==> config.mk <==
export PLATFORM = sky130hd
export DESIGN_NAME = interval_capture
export DESIGN_NICKNAME = d
export VERILOG_FILES = /design/src/rtl/interval_capture.sv
export SDC_FILE = /design/constraint.sdc
export NUM_CORES = 1
export LEC_CHECK = 0
export ABC_AREA = 1
export CORE_MARGIN = 2
export CORE_UTILIZATION = 45
export DETAILED_ROUTE_END_ITERATION = 12
export GPL_TIMING_DRIVEN = 1
export PLACE_DENSITY = 0.67
export SYNTH_ARGS = -nofsm -noshare
export SYNTH_HDL_FRONTEND = slang
export SYNTH_SLANG_ARGS = --single-unit
==> constraint.sdc <==
create_clock -name i_clk -period 2.6 [get_ports i_clk]
set_input_delay 0.65 -clock i_clk [delete_from_list [all_inputs] [get_ports i_clk]]
set_output_delay 0.65 -clock i_clk [all_outputs]
set_load 0.005 [all_outputs]
==> src/rtl/interval_capture.sv <==
// interval_capture: counts enabled cycles from a start strobe until the monitored line goes high, holding the result until acknowledged.
// Define INTERVAL_CAPTURE_SYNC_EN to pass i_line through a 2-flop synchronizer (adds 2 cycles to reported counts).
module interval_capture #(
  parameter int WIDTH = 16
) (
  input  logic             i_clk,
  input  logic             i_rst_n,
  input  logic             i_en,
  input  logic             i_start,
  input  logic             i_line,
  input  logic             i_ack,
  output logic [WIDTH-1:0] o_count,
  output logic             o_valid,
  output logic             o_overflow,
  output logic             o_busy
);
  typedef enum logic [1:0] {IDLE, ARMED, DONE} state_t;
  localparam logic [WIDTH-1:0] MAX = '1;
  state_t state_q, state_d;
  logic [WIDTH-1:0] cnt_q, cnt_d, count_q, count_d;
  logic valid_q, valid_d, ovf_q, ovf_d, busy_q;
  logic line_s;
`ifdef INTERVAL_CAPTURE_SYNC_EN
  logic [1:0] sync_q;
  // synchronizer runs every cycle so the line delay is independent of i_en
  always_ff @(posedge i_clk)
    if (!i_rst_n) sync_q <= '0;
    else sync_q <= {sync_q[0], i_line};
  assign line_s = sync_q[1];
`else
  assign line_s = i_line;
`endif
  always_comb begin
    state_d = state_q;
    cnt_d   = cnt_q;
    count_d = count_q;
    valid_d = valid_q;
    ovf_d   = ovf_q;
    case (state_q)
      IDLE: if (i_en && i_start) begin
        cnt_d   = '0;
        state_d = ARMED;
      end
      ARMED: if (i_en) begin
        if (i_start) cnt_d = '0;
        else if (line_s || cnt_q == MAX) begin
          count_d = cnt_q;
          valid_d = 1'b1;
          ovf_d   = !line_s;
          state_d = DONE;
        end else cnt_d = cnt_q + 1'b1;
      end
      DONE: if (i_ack) begin
        valid_d = 1'b0;
        ovf_d   = 1'b0;
        state_d = IDLE;
      end
      default: state_d = IDLE;
    endcase
  end
  always_ff @(posedge i_clk)
    if (!i_rst_n) begin
      state_q <= IDLE;
      cnt_q   <= '0;
      count_q <= '0;
      valid_q <= 1'b0;
      ovf_q   <= 1'b0;
      busy_q  <= 1'b0;
    end else begin
      state_q <= state_d;
      cnt_q   <= cnt_d;
      count_q <= count_d;
      valid_q <= valid_d;
      ovf_q   <= ovf_d;
      busy_q  <= state_d == ARMED;
    end
  assign o_count    = count_q;
  assign o_valid    = valid_q;
  assign o_overflow = ovf_q;
  assign o_busy     = busy_q;
endmodule
==> results.yml <==
critical_path:
  r2r.worst_path.cells: 10
  worstReg2RegStart: "cnt_q[1]"
  critical_path.startpoint_type: "input pin"
  reg_to_reg_setup_timing_slack_ns: 0.64
  timing.critical_path.to_type: "flop"
  worst_ep_required_time_ns: 2.81
  critPathMaxFanout: 15
  crit_type: "in -> reg"
  timing.critical_path.arrival_ns: 2.23
  worstReg2RegEnd: "cnt_q[8]"
placed_design:
  count_of_input_and_output_buffers: 24
  dp_worst_setup_slack_ns: 0.297
  hpwl_mm: 3.00
  place.gp.congestion: 0.840
yosys:
  syn-instance-count: 279
  post_synth_xor_area_fraction_pct: 0
  synth_edf_count: 0
  synth-seq-area-share_pct: 39.6
  async_reset_ff_share_pct: 0
  synth.area.mux_share_pct: 0
  synth_top_family_by_area: "simple AND/OR/NAND/NOR gates"
  ys_seq_elements: 37
  synth_cell_type_count: 28
  yosysWarnings: 0
  synthSimpleGateAreaFrac_pct: 30.8
  synthMostInstantiatedCell: "sky130_fd_sc_hd__nand2_1"
  synth_commonest_cells: "sky130_fd_sc_hd__nand2_1, sky130_fd_sc_hd__inv_1, sky130_fd_sc_hd__dfxtp_1, sky130_fd_sc_hd__a21oi_1, sky130_fd_sc_hd__nor2_1"
  synth_area_um2: 1870
  synth.top_cell.area_share_pct: 39.6
  yosys-top-cells-area: "sky130_fd_sc_hd__dfxtp_1, sky130_fd_sc_hd__nand2_1, sky130_fd_sc_hd__inv_1, sky130_fd_sc_hd__a21oi_1, sky130_fd_sc_hd__nor2_1"
  synthesis.area_per_instance_um2: 6.70
  synthDominantAreaCellType: "sky130_fd_sc_hd__dfxtp_1"
  syn_nets: 286
  synthFlopType: "sky130_fd_sc_hd__dfxtp_1"
  synth_adder_area_share_pct: 0.669
  synth_compound_gate_area_share_pct: 17.7
global_route:
  grt_antenna_before_repair: 0
  first_global_vias: 1624
  grt_overflow_total: 0
  grt_pass1_wl_mm: 7.34
  grt_start_max_net_pins: 36
  grtUsageTotal_pct: 21.1
clock_network:
  hold_bufs_inserted_after_cts: 0
  ctsResizeCount: 0
  cts_max_path_buffers: 2
  clock_tree_from_tritoncts: "built"
  clockRootBuffer: "sky130_fd_sc_hd__clkbuf_8"
  cts_setup_buffers: 0
  clk_pin_slew_ns: 0.07
  clock_tree.htree_level_count: 2
  insertion_delay_of_the_later_clocked_pin_in_the_worst_skew_pair_ns: 0.29
  inserted_clock_buffers: 5
  clkSinkCount: 37
worst_hold_path:
  min_delay_worst_endpoint: "o_count[14]"
  worst_min_delay_path_startpoint: "o_count[14]"
  min_path_type: "reg -> reg"
  worst_hold_path_stage_count: 2
final_layout:
  area.sequential_um2: 741
  nFillCells: 406
  drive_gt1_share_pct: 8.50
  multi_input_area_um2: 918
  layout.nets: 312
  num_antenna_cells: 0
  areaGrowthSynthToFinish_pct: 19.5
floorplanning:
  placeableCoreArea_um2: 4000
  floorplan.initialDensity_pct: 46.8
  die_width_um: 68.5
  design.portCount: 25
  die_h_um: 68.5
  placement_rows: 23
  floorplan_die_area_um2: 4690
route:
  drt_pre_antenna_iters: 4
  totalWireLength_mm: 4.10
  first_iter_violations: 116
  via_per_inst: 4.96
  drt_drc_violations_left: 0
  routed_len_inst_um: 11.5
  vias: 1767
  drtAntennaViolNets: 0
timing:
  maximum_clock_skew_at_final_layout_ns: 0.00740
  fin_crit_sh_pct: 77.5
  period_needed_ns: 2.01
  setup_slack_ns: 0.586
  worst_slew_margin_rel_pct: 65.9
  final_max_slew_viol_count: 0
  timing.setup.tns_ns: 0
  grt_setup_unrepaired: "false"
  report.final.setup_viol: 0
  worst_pin_slew_ns: 0.511
  achievable-frequency_mhz: 496
  finalHoldViolations: 0
power:
  power.density_nw_per_um2: 479
  vdd_drop_max_mv: 0.253
  leakagePower_nw: 0.812
job:
  cap_viol_max_count: 0
status:
  outcome: "finished clean"
==> registers in the layout (all words and copies together), names as in the netlist <==
register / count
o_busy: 1
state_q: 2
o_valid: 1
o_count: 16
o_overflow: 1
cnt_q: 16
==> report_power, final <==
part           internal [mW]  switching [mW]  leakage, nW  total, mW
registers              0.577         0.00758        0.299      0.584
logic                 0.0386          0.0614        0.468      0.100
clock network          0.186           0.201       0.0450      0.386
==> placed cells by master, fill, tap and decap left out, types with 3 or more instances in the layout <==
| cell | instances |
|---|---|
| sky130_fd_sc_hd__o21ai_1 | 8 |
| sky130_fd_sc_hd__nor2_2 | 3 |
| sky130_fd_sc_hd__nand2_1 | 60 |
| sky130_fd_sc_hd__inv_2 | 3 |
| sky130_fd_sc_hd__o21ai_0 | 14 |
| sky130_fd_sc_hd__buf_4 | 3 |
| sky130_fd_sc_hd__clkbuf_8 | 5 |
| sky130_fd_sc_hd__inv_1 | 42 |
| sky130_fd_sc_hd__nand4_1 | 9 |
| sky130_fd_sc_hd__a21oi_1 | 31 |
| sky130_fd_sc_hd__nand3_1 | 15 |
| sky130_fd_sc_hd__clkdlybuf4s50_1 | 24 |
| sky130_fd_sc_hd__dfxtp_1 | 37 |
| sky130_fd_sc_hd__nor2_1 | 31 |
==> layer usage <==
metal	track usage [%]	share of wire, %
met5	0	0
met1	27.0	51
met3	5.92	3.9
met4	9.50	2.6
met2	32.8	43
==> how the worst max path moves through the flow <==
stage | start | endpoint
floorplan | cnt_q[1] | o_count[6]
global placement | i_start | cnt_q[7]
detailed placement | i_start | cnt_q[6]
CTS | i_start | cnt_q[6]
global route | cnt_q[0] | o_count[2]
finish | i_start | cnt_q[8]
==> final cells by class <==
cell class,count,area share [%]
Timing Repair Buffer,27,11.8
Multi-Input combinational cell,189,41.1
Sequential cell,37,33.1
Tap cell,50,2.80
Clock inverter,2,0.448
Clock buffer,6,3.25
Inverter,45,7.55
==> per-stage QoR <==
stage               area, um^2  utilization [%]  instances  hold slack (ns)  power [mW]
finish                    2240             55.9        356            0.441        1.07
global route              2240             55.9        356            0.456        1.12
floorplan                 1870                -        279            0.440       0.661
global placement          2150             53.8        348            0.430       0.696
CTS                       2240             55.9        356            0.445        1.09
detailed placement        2150             53.8        348            0.433       0.697
==> critical path, stage by stage <==
cell	delay [ns]
sky130_fd_sc_hd__clkdlybuf4s50_1	0.56
sky130_fd_sc_hd__nand4_1	0.18
sky130_fd_sc_hd__o21ai_2	0.23
sky130_fd_sc_hd__nand2_4	0.20
sky130_fd_sc_hd__inv_2	0.18
sky130_fd_sc_hd__nand2_1	0.08
sky130_fd_sc_hd__a21oi_1	0.13
==> cell families after synthesis <==
family,Yosys count
AND/OR/NAND/NOR,128
AO/OA/AOI/OAI,60
buffers and inverters,53
flip-flops,37
adder cells (fa/ha/maj),1
No activity file was read; power rests on OpenSTA's default activity.
